$ cat config.mk
export PLATFORM = sky130hd
export DESIGN_NAME = o_writeback_ctrl
export DESIGN_NICKNAME = d
export VERILOG_FILES = /design/src/rtl/o_writeback_ctrl.sv
export SDC_FILE = /design/constraint.sdc
export NUM_CORES = 1
export LEC_CHECK = 0
export CAP_MARGIN = 20
export CORE_MARGIN = 2
export CORE_UTILIZATION = 35
export CTS_BUF_LIST = sky130_fd_sc_hd__clkbuf_16
export DETAILED_ROUTE_END_ITERATION = 7
export PLACE_DENSITY = 0.66
export SYNTH_ARGS = -nofsm -noshare
export SYNTH_HDL_FRONTEND = slang
export SYNTH_SLANG_ARGS = --single-unit
$ cat constraint.sdc
create_clock -name clk -period 4.85 [get_ports clk]
set_input_delay 1.2125 -clock clk [delete_from_list [all_inputs] [get_ports clk]]
set_output_delay 1.2125 -clock clk [all_outputs]
set_load 0.03 [all_outputs]
$ cat src/rtl/o_writeback_ctrl.sv
// Output-side controller: captures the PE-array result on a ready edge, writes it row by row
// into O_buff, and on request streams O_buff words out through a 2-entry skid FIFO.
module o_writeback_ctrl #(
    parameter int DATA_WIDTH      = 16,
    parameter int NUM_PEs_PER_ROW = 4,
    parameter int NUM_ROWS        = 4,
    parameter int O_BUFF_DEPTH    = 64,
    parameter int O_ADDR_WIDTH    = 6
) (
    input  logic                                               clk,
    input  logic                                               rst,
    input  logic [NUM_ROWS*NUM_PEs_PER_ROW*DATA_WIDTH-1:0]     pe_result_i,
    input  logic                                               pe_ready_i,
    input  logic [O_ADDR_WIDTH-1:0]                            wb_base_i,
    output logic                                               wb_done_o,
    input  logic                                               rd_start_i,
    input  logic [O_ADDR_WIDTH-1:0]                            rd_base_i,
    input  logic [O_ADDR_WIDTH:0]                              rd_len_i,
    output logic                                               busy_o,
    output logic                                               o_en_o,
    output logic                                               o_wr_o,
    output logic [O_ADDR_WIDTH-1:0]                            o_addr_o,
    output logic [NUM_PEs_PER_ROW*DATA_WIDTH-1:0]              o_wdata_o,
    input  logic [NUM_PEs_PER_ROW*DATA_WIDTH-1:0]              o_rdata_i,
    output logic [NUM_PEs_PER_ROW*DATA_WIDTH-1:0]              m_data_o,
    output logic                                               m_valid_o,
    input  logic                                               m_ready_i,
    output logic                                               m_last_o
);

    localparam int W     = NUM_PEs_PER_ROW * DATA_WIDTH;
    localparam int ROW_W = (NUM_ROWS > 1) ? $clog2(NUM_ROWS) : 1;
    localparam int LEN_W = O_ADDR_WIDTH + 1;
    localparam logic [O_ADDR_WIDTH+1:0] DEPTH_L = (O_ADDR_WIDTH+2)'(O_BUFF_DEPTH);

    typedef enum logic [2:0] {
        S_IDLE,
        S_CAPTURE,
        S_WRITE,
        S_WB_DONE,
        S_RD_RUN,
        S_RD_DRAIN
    } state_t;

    state_t                  r_state;
    state_t                  w_next;

    logic                    r_ready_d;
    logic [O_ADDR_WIDTH-1:0] r_wb_base;
    logic [ROW_W-1:0]        r_row;
    logic [W-1:0]            r_rows [NUM_ROWS];

    logic [O_ADDR_WIDTH-1:0] r_rd_base;
    logic [LEN_W-1:0]        r_len;
    logic [LEN_W-1:0]        r_issued;
    logic [LEN_W-1:0]        r_popped;
    logic                    r_inflight;

    logic [W-1:0]            r_fifo [2];
    logic [1:0]              r_count;
    logic                    r_wptr;
    logic                    r_rptr;

    logic                    w_ready_edge;
    logic                    w_capture;
    logic                    w_rd_accept;
    logic                    w_valid;
    logic                    w_pop;
    logic                    w_last_word;
    logic [2:0]              w_occ;
    logic                    w_issue;

    // Address of (base + off) modulo the buffer depth; off may exceed the depth by less than twice.
    function automatic logic [O_ADDR_WIDTH-1:0] wrap_addr(input logic [O_ADDR_WIDTH-1:0] base,
                                                          input logic [LEN_W-1:0]        off);
        logic [O_ADDR_WIDTH+1:0] sum;
        sum = {2'b00, base} + {1'b0, off};
        if (sum >= DEPTH_L) sum = sum - DEPTH_L;
        if (sum >= DEPTH_L) sum = sum - DEPTH_L;
        return sum[O_ADDR_WIDTH-1:0];
    endfunction

    assign w_ready_edge = pe_ready_i & ~r_ready_d;
    assign w_capture    = (r_state == S_IDLE) & w_ready_edge;
    assign w_rd_accept  = (r_state == S_IDLE) & ~w_ready_edge & rd_start_i;

    assign w_valid      = (r_count != 2'd0);
    assign w_pop        = w_valid & m_ready_i;
    assign w_last_word  = (r_popped == (r_len - LEN_W'(1)));

    // Occupancy counts the slot freed by this cycle's pop, so a steady stream sustains 1 word/cycle.
    assign w_occ   = {1'b0, r_count} + {2'b00, r_inflight} - {2'b00, w_pop};
    assign w_issue = (r_state == S_RD_RUN) & (r_issued < r_len) & (w_occ < 3'd2);

    assign busy_o    = (r_state != S_IDLE);
    assign m_valid_o = w_valid;
    assign m_data_o  = w_valid ? r_fifo[r_rptr] : '0;
    assign m_last_o  = w_valid & w_last_word;

    always_ff @(posedge clk or negedge rst) begin
        if (!rst) begin
            r_state    <= S_IDLE;
            r_ready_d  <= 1'b0;
            r_wb_base  <= '0;
            r_row      <= '0;
            r_rd_base  <= '0;
            r_len      <= '0;
            r_issued   <= '0;
            r_popped   <= '0;
            r_inflight <= 1'b0;
            r_count    <= '0;
            r_wptr     <= 1'b0;
            r_rptr     <= 1'b0;
        end else begin
            r_state    <= w_next;
            r_ready_d  <= pe_ready_i;
            r_inflight <= w_issue;

            if (w_capture) begin
                r_wb_base <= wb_base_i;
                r_row     <= '0;
            end else if (r_state == S_WRITE) begin
                r_row <= r_row + ROW_W'(1);
            end

            if (w_rd_accept) begin
                r_rd_base <= rd_base_i;
                r_len     <= rd_len_i;
                r_issued  <= '0;
                r_popped  <= '0;
            end else begin
                if (w_issue) r_issued <= r_issued + LEN_W'(1);
                if (w_pop)   r_popped <= r_popped + LEN_W'(1);
            end

            if (r_inflight) r_wptr <= ~r_wptr;
            if (w_pop)      r_rptr <= ~r_rptr;

            case ({r_inflight, w_pop})
                2'b10:   r_count <= r_count + 2'd1;
                2'b01:   r_count <= r_count - 2'd1;
                default: ;
            endcase
        end
    end

    // Payload storage carries no reset; outputs are gated by the state/occupancy that does.
    always_ff @(posedge clk) begin
        if (w_capture) begin
            for (int r = 0; r < NUM_ROWS; r++) begin
                r_rows[r] <= pe_result_i[r*W +: W];
            end
        end
        if (r_inflight) begin
            r_fifo[r_wptr] <= o_rdata_i;
        end
    end

    always_comb begin
        w_next    = r_state;
        o_en_o    = 1'b0;
        o_wr_o    = 1'b0;
        o_addr_o  = '0;
        o_wdata_o = '0;
        wb_done_o = 1'b0;

        case (r_state)
            S_IDLE: begin
                if (w_ready_edge) begin
                    w_next = S_CAPTURE;
                end else if (rd_start_i) begin
                    w_next = S_RD_RUN;
                end
            end
            S_CAPTURE: begin
                w_next = S_WRITE;
            end
            S_WRITE: begin
                o_en_o    = 1'b1;
                o_wr_o    = 1'b1;
                o_addr_o  = wrap_addr(r_wb_base, LEN_W'(r_row));
                o_wdata_o = r_rows[r_row];
                if (r_row == ROW_W'(NUM_ROWS - 1)) begin
                    w_next = S_WB_DONE;
                end
            end
            S_WB_DONE: begin
                wb_done_o = 1'b1;
                w_next    = S_IDLE;
            end
            S_RD_RUN: begin
                if (w_issue) begin
                    o_en_o   = 1'b1;
                    o_addr_o = wrap_addr(r_rd_base, r_issued);
                end
                if (r_len == '0) begin
                    w_next = S_IDLE;
                end else if (w_issue && (r_issued == (r_len - LEN_W'(1)))) begin
                    w_next = S_RD_DRAIN;
                end
            end
            S_RD_DRAIN: begin
                if (w_pop && w_last_word) begin
                    w_next = S_IDLE;
                end
            end
            default: begin
                w_next = S_IDLE;
            end
        endcase
    end

endmodule

==> key figures, run 1 <==
Detailed routing
  – Drt pass-1 iters: 4
  – Antenna-violating nets left: 0
  – DR vias: 10129
  – DRC violations left: 0
  – Final wirelength: 44.6 mm
  – Initial DRC Count: 484
  – DR WL/cell: 20.9 µm
  – Vias per cell: 4.74

Timing
  – Final WS setup: 0.111 ns
  – Clk_skew: 0.0116 ns
  – Slew headroom: 30.4%
  – Tmin final: 4.74 ns
  – Tcrit/Tclk final: 97.7%
  – Fin. Hold Viols: 0
  – Max Freq: 0.211 GHz
  – Worst Max-Slew Pin Slew: 1.04 ns
  – Final setup viols: 0
  – Hold Worst Slack: 0.481 ns
  – Slew Viols, Final: 0

Floorplan
  – Die W: 225 µm
  – Chip height: 225 µm
  – Die area: 50800 µm²
  – Num rows: 81
  – Starting density of the core: 35.3%
  – IO Pins: 484
  – Core ar.: 48600 µm²

Logic synthesis
  – Number of synthesized flops with an enable pin: 384
  – Syn nets: 1326
  – Top cell type's share of synthesized area: 67.2%
  – Fraction of registers with async set/reset: 10.3%
  – Area leader, netlist: edfxtp_1
  – Seq cells post-synth: 428
  – Dominant cells by area after synthesis: edfxtp_1 67%, mux4_2 8.4%, dfrtp_1 6.4%
  – Post-synth cell types: 49
  – Mapped Avg Cell Area: 17.9 µm²
  – Yosys warns: 0
  – Most common flop cell mapped by yosys: edfxtp_1
  – Post-Syn Instances: 960
  – Register area share after synthesis: 73.6%
  – Netlist Area Pre-Place: 17200 µm²

GRT
  – Largest net degree at the start of global routing: 69
  – Tot GR Track Use: 17.1%
  – Vias in the first global route: 10603
  – Grt ovf: 0
  – First-pass GRT wire length: 64.0 mm
  – Initial antenna violation count: 7

Finish
  – Post-route cell area: 24500 µm²
  – # nets final: 1841
  – Share of cells above drive strength 1: 12.8%
  – Layout fillers: 4046
  – Commonest non-fill, non-tap cell in the layout: clkdlybuf4s50_1
  – Area grow syn2layout: 42.7%
  – Most frequent cells in the layout: 474 x clkdlybuf4s50_1, 384 x edfxtp_1, 83 x nor2_1
  – Post-Layout Cell Count: 2138

Worst setup path
  – CP Class: primary input to output port
  – Worst Setup End Kind: output port
  – Worst R2R Start: r_count[1]
  – Crit path required time: 3.64 ns
  – Worst endpoint data arrival time: 3.53 ns
  – Critical path origin: m_ready_i
  – Crit path max fanout: 8
  – CP Launch Type: primary input

Clock tree
  – Maximum clock insertion buffer count: 3
  – CTS tree: built
  – Hold Buf Count CTS: 0
  – Clock sink total: 428
  – TritonCTS buffer count: 46
  – Root Driver: clkbuf_16
  – Clock transition at path regs: 0.06 ns
  – H-tree depth: 2
  – Latest clock arrival within the worst-skew pair: 0.57 ns

Status
  – Status: complete, no violations

Pwr
  – Total power: 13.3 mW
  – Power per cell area: 542 nW/µm²
  – Max VDD drop: 0.298 mV
  – Leak: 8.60 nW

Placed design
  – Routability Congestion: 0.825
  – Port buffer count: 483
  – Cell Area, Placed: 22900 µm²
  – Worst slack, placed: -0.329 ns
  – HPWL after detailed placement: 32.0 mm
  – Cells after DPL: 2046

Flow run
  – MaxCap Viol Count: 0

Min path
  – Min-Delay Path Class: primary input to asynchronous set/reset pin
==> worst max-delay path: stages <==
cell	delay, ns
dlygate4sd2_1	0.26
buf_4	0.15
inv_2	0.05
a21oi_2	0.06
nand2b_4	0.15
fa_1	0.48
inv_1	0.05
a2111oi_2	0.27
nand2_1	0.14
or2_4	0.33
o22ai_4	0.21
buf_6	0.16
==> final timing paths <==
kind / to / slack, ns / cells past startpoint
max in group asynchronous: r_row[1] / 3.55 / 2
worst max register to register: r_issued[4] / 1.77 / 15
min in group clk: r_state[1] / 0.49 / 1
worst min-delay path: r_row[0] / 0.48 / 1
worst min register to register: r_state[1] / 0.49 / 1
worst max-delay path: o_addr_o[2] / 0.11 / 12
==> stage by stage <==
stage	setup TNS, ns	util [%]
floorplan	0	-
global placement	-1.55	47.0
detailed placement	-1.83	47.0
CTS	0	50.2
global route	-0.0126	50.3
finish	0	50.4
==> cell type report <==
type                       count  area [µm²]  area share [%]
multi-input combinational    472        4360            17.8
sequential                   428       12600            51.6
timing repair buffer         511        5120            20.9
antenna                        3        7.51          0.0306
tap                          622         778            3.18
inverter                      16        62.6           0.255
clock buffer                  47        1180            4.80
clock inverter                39         345            1.41
==> sequential cells by signal, indices dropped and copies added (netlist names) <==
signal,cells
r_count,2
r_inflight,1
r_wb_base,6
r_rd_base,6
r_fifo,128
r_rptr,1
r_issued,7
r_len,7
r_wptr,1
r_ready_d,1
r_state,3
r_rows,256
r_row,2
r_popped,7
==> Yosys cell counts, types with 4 or more instances <==
cell type	instances
nand2_1	41
buf_1	7
o22ai_1	4
nand3_1	8
mux2_2	6
clkbuf_1	26
ha_1	19
nor4_1	4
o21ai_0	8
buf_2	9
edfxtp_1	384
xnor2_1	27
a21oi_1	13
mux4_2	64
mux2i_1	64
inv_1	16
and2_1	68
nor2_1	85
xor2_1	13
nor2b_1	5
dfrtp_1	44
==> where the power goes <==
| part | leakage [nW] | switching [mW] | internal, mW |
|---|---|---|---|
| registers | 4.03 | 0.505 | 4.62 |
| logic | 3.81 | 2.39 | 2.23 |
| clock network | 0.769 | 1.45 | 2.08 |
==> what timing repair did <==
action	in CTS	in global routing
resized for setup	8	9
setup buffers	2	1
endpoints found under the setup margin	8	7
pin swaps	4	5
hold endpoints to repair	0	0
==> cell families (layout without fill, tap and decap cells) <==
group | count (synthesis) | after routing | synth area share [%]
flops | 428 | 428 | 73.6
other cells | 0 | 3 | 0
compound gates | 41 | 41 | 1.63
simple gates | 232 | 232 | 6.65
xor+xnor | 43 | 43 | 2.43
buf+inv | 60 | 613 | 1.46
mux | 134 | 134 | 12.5
fa+ha+maj | 22 | 22 | 1.73
==> per-layer routing <==
layer / up-vias / wire, µm / global-route usage (%)
met5: - / 64 / 0
met4: 10 / 906 / 4.38
met3: 68 / 4410 / 7.24
met2: 348 / 22300 / 29.4
met1: 5004 / 16900 / 19.6
li1: 4699 / - / -
(Power assumes the default switching activity.)
==> run 2, diff against run 1 <==
--- a/config.mk
+++ b/config.mk
@@ -7,10 +7,10 @@
 export LEC_CHECK = 0
 export CAP_MARGIN = 20
 export CORE_MARGIN = 2
-export CORE_UTILIZATION = 35
+export CORE_UTILIZATION = 25
 export CTS_BUF_LIST = sky130_fd_sc_hd__clkbuf_16
 export DETAILED_ROUTE_END_ITERATION = 7
-export PLACE_DENSITY = 0.66
+export PLACE_DENSITY = 0.49
 export SYNTH_ARGS = -nofsm -noshare
 export SYNTH_HDL_FRONTEND = slang
 export SYNTH_SLANG_ARGS = --single-unit
==> constraint.sdc (replaced) <==
create_clock -name clk -period 5.8 [get_ports clk]
set_input_delay 1.45 -clock clk [delete_from_list [all_inputs] [get_ports clk]]
set_output_delay 1.45 -clock clk [all_outputs]
set_load 0.03 [all_outputs]
==> run 2 against run 1 <==
Combinational power shrank 18%. Die area grew 39%. First-iteration DRC count grew 16%. Sequential power shrank 16%. Power shrank 17%. Critical path depth grew 1. Wire length grew 9.3%. Clock power shrank 16%.
==> key figures, run 2 (synthesized netlist as in run 1, its figures left out) <==
Finish
  – Most frequent cells in the layout: 474 x clkdlybuf4s50_1, 384 x edfxtp_1, 84 x nor2_1
  – Commonest non-fill, non-tap cell in the layout: clkdlybuf4s50_1
  – Share of cells above drive strength 1: 12.2%
  – Reg area: 12600 µm²
  – Post-route cell area: 24700 µm²
  – # nets final: 1842
  – Most flop-heavy register: r_rows
  – Layout fillers: 6440
  – Max reg flops: 256
  – Area grow syn2layout: 44.0%
  – Regs by FF count: r_rows: 256 flops, r_fifo: 128 flops
  – Multi-input gate area: 4310 µm²

Detailed routing
  – Antenna-violating nets left: 0
  – Vias per cell: 4.26
  – Initial DRC Count: 563
  – Drt pass-1 iters: 6
  – DR WL/cell: 20.3 µm
  – DR vias: 10221
  – Final wirelength: 48.7 mm
  – DRC violations left: 0

GRT
  – Initial antenna violation count: 11
  – Largest net degree at the start of global routing: 74
  – Vias in the first global route: 11121
  – Grt ovf: 0
  – First-pass GRT wire length: 71.5 mm
  – Tot GR Track Use: 13.6%

Clock tree
  – Latest clock arrival within the worst-skew pair: 0.58 ns
  – CTS tree: built
  – Hold Buf Count CTS: 0
  – Root Driver: clkbuf_16
  – TritonCTS buffer count: 50
  – Clock sink total: 428
  – Maximum clock insertion buffer count: 3
  – Post-CTS sizing: 0
  – Setup bufs post-CTS: 0
  – Clock transition at path regs: 0.06 ns
  – H-tree depth: 2

Timing
  – Max Freq: 0.190 GHz
  – Tcrit/Tclk final: 90.9%
  – Fin. Hold Viols: 0
  – Slew Viols, Final: 0
  – Tmin final: 5.27 ns
  – Hold Worst Slack: 0.496 ns
  – Setup TNS: 0 ns
  – Unrepaired setup endpoints after global routing: false
  – Worst Max-Slew Pin Slew: 1.01 ns
  – Clk_skew: 0.0218 ns
  – Final setup viols: 0
  – Final WS setup: 0.528 ns
  – Slew headroom: 32.4%

Pwr
  – Switching power: 3.71 mW
  – Switching Share: 33.5%
  – Power per cell area: 447 nW/µm²
  – Power share of the sequential group: 38.9%
  – Internal power: 7.35 mW
  – Total power: 11.1 mW
  – Logic pwr share: 34.3%
  – Clock power share: 26.8%
  – Max VDD drop: 0.213 mV
  – Leak: 8.60 nW

Placed design
  – Cell Area, Placed: 23200 µm²
  – Port buffer count: 483
  – Worst slack, placed: 0.0694 ns
  – Routability Congestion: 0.776
  – HPWL after detailed placement: 35.0 mm

Worst setup path
  – CP Class: primary input to output port
  – CP Launch Type: primary input
  – Crit path required time: 4.35 ns
  – Worst endpoint data arrival time: 3.82 ns
  – Crit path max fanout: 7
  – Worst Setup End Kind: output port

Min path
  – Min-Delay Path Class: flip-flop to flip-flop

Floorplan
  – Chip height: 266 µm
  – Die W: 266 µm
  – Core ar.: 68300 µm²
  – IO Pins: 484
  – Num rows: 96
  – Starting density of the core: 25.1%
  – Die area: 70800 µm²

Flow run
  – MaxCap Viol Count: 0

Status
  – Status: complete, no violations
-- run 2: cell types whose count changed in the layout (fill, tap and decap cells not counted), moves of 3 or more --
cell	delta
bufinv_16	-3
inv_1	+7
buf_6	-4
clkbuf_16	+3
clkinv_1	-5
-- run 2: critical path, stage by stage --
cell            delay, ns
dlymetal6s2s_1       0.18
nand2_1              0.08
nor2_1               0.14
a21oi_1              0.07
nand2b_1             0.16
fa_1                 0.38
xor2_1               0.16
a2111oi_2            0.35
nand2_1              0.14
or2_4                0.29
inv_1                0.12
a22o_1               0.13
buf_4                0.15
-- run 2: layout make-up --
type	instances	area share (%)
diodes	2	0.0202
clock buffers	50	5.06
clock inverters	39	1.11
inverters	16	0.243
multi-input cells	472	17.4
flip-flops and latches	428	51.1
well taps	882	4.46
repair buffers	508	20.5
-- run 2: worst paths after layout --
| check | startpoint | endpoint | slack, ns | cells after the start |
|---|---|---|---|---|
| min in group asynchronous | rst | r_popped[1] | 0.98 | 2 |
| min reg2reg | r_state[2] | r_state[1] | 0.50 | 1 |
| max | m_ready_i | o_addr_o[0] | 0.53 | 13 |
| min | r_state[2] | r_state[1] | 0.50 | 1 |
| max in group asynchronous | rst | r_row[1] | 4.32 | 2 |
| max reg2reg | r_count[1] | r_issued[6] | 2.76 | 12 |
-- run 2: per-layer routing --
metal | part of all wire (%) | up-vias | global-route usage [%]
met1 | 39 | 5112 | 15.7
met2 | 50 | 314 | 23.6
li1 | - | 4696 | -
met5 | 0.20 | - | 0
met3 | 8.2 | 83 | 5.00
met4 | 2.4 | 16 | 3.95
-- run 2: metrics by stage --
| step | utilization [%] | std cells |
|---|---|---|
| finish | 36.2 | 2397 |
| global route | 36.2 | 2396 |
| CTS | 36.2 | 2395 |
| detailed placement | 33.9 | 2306 |
| global placement | 33.9 | 2306 |
| floorplan | - | 960 |
-- run 2: power groups by stage --
stage | combinational, mW | clock, mW | sequential (mW)
after floorplan | 2.54 | 0 | 4.11
after global placement | 3.82 | 0 | 4.37
after detailed placement | 3.85 | 0 | 4.38
after CTS | 3.87 | 3.07 | 4.32
after global routing | 4.09 | 3.18 | 4.37
final | 3.79 | 2.96 | 4.30
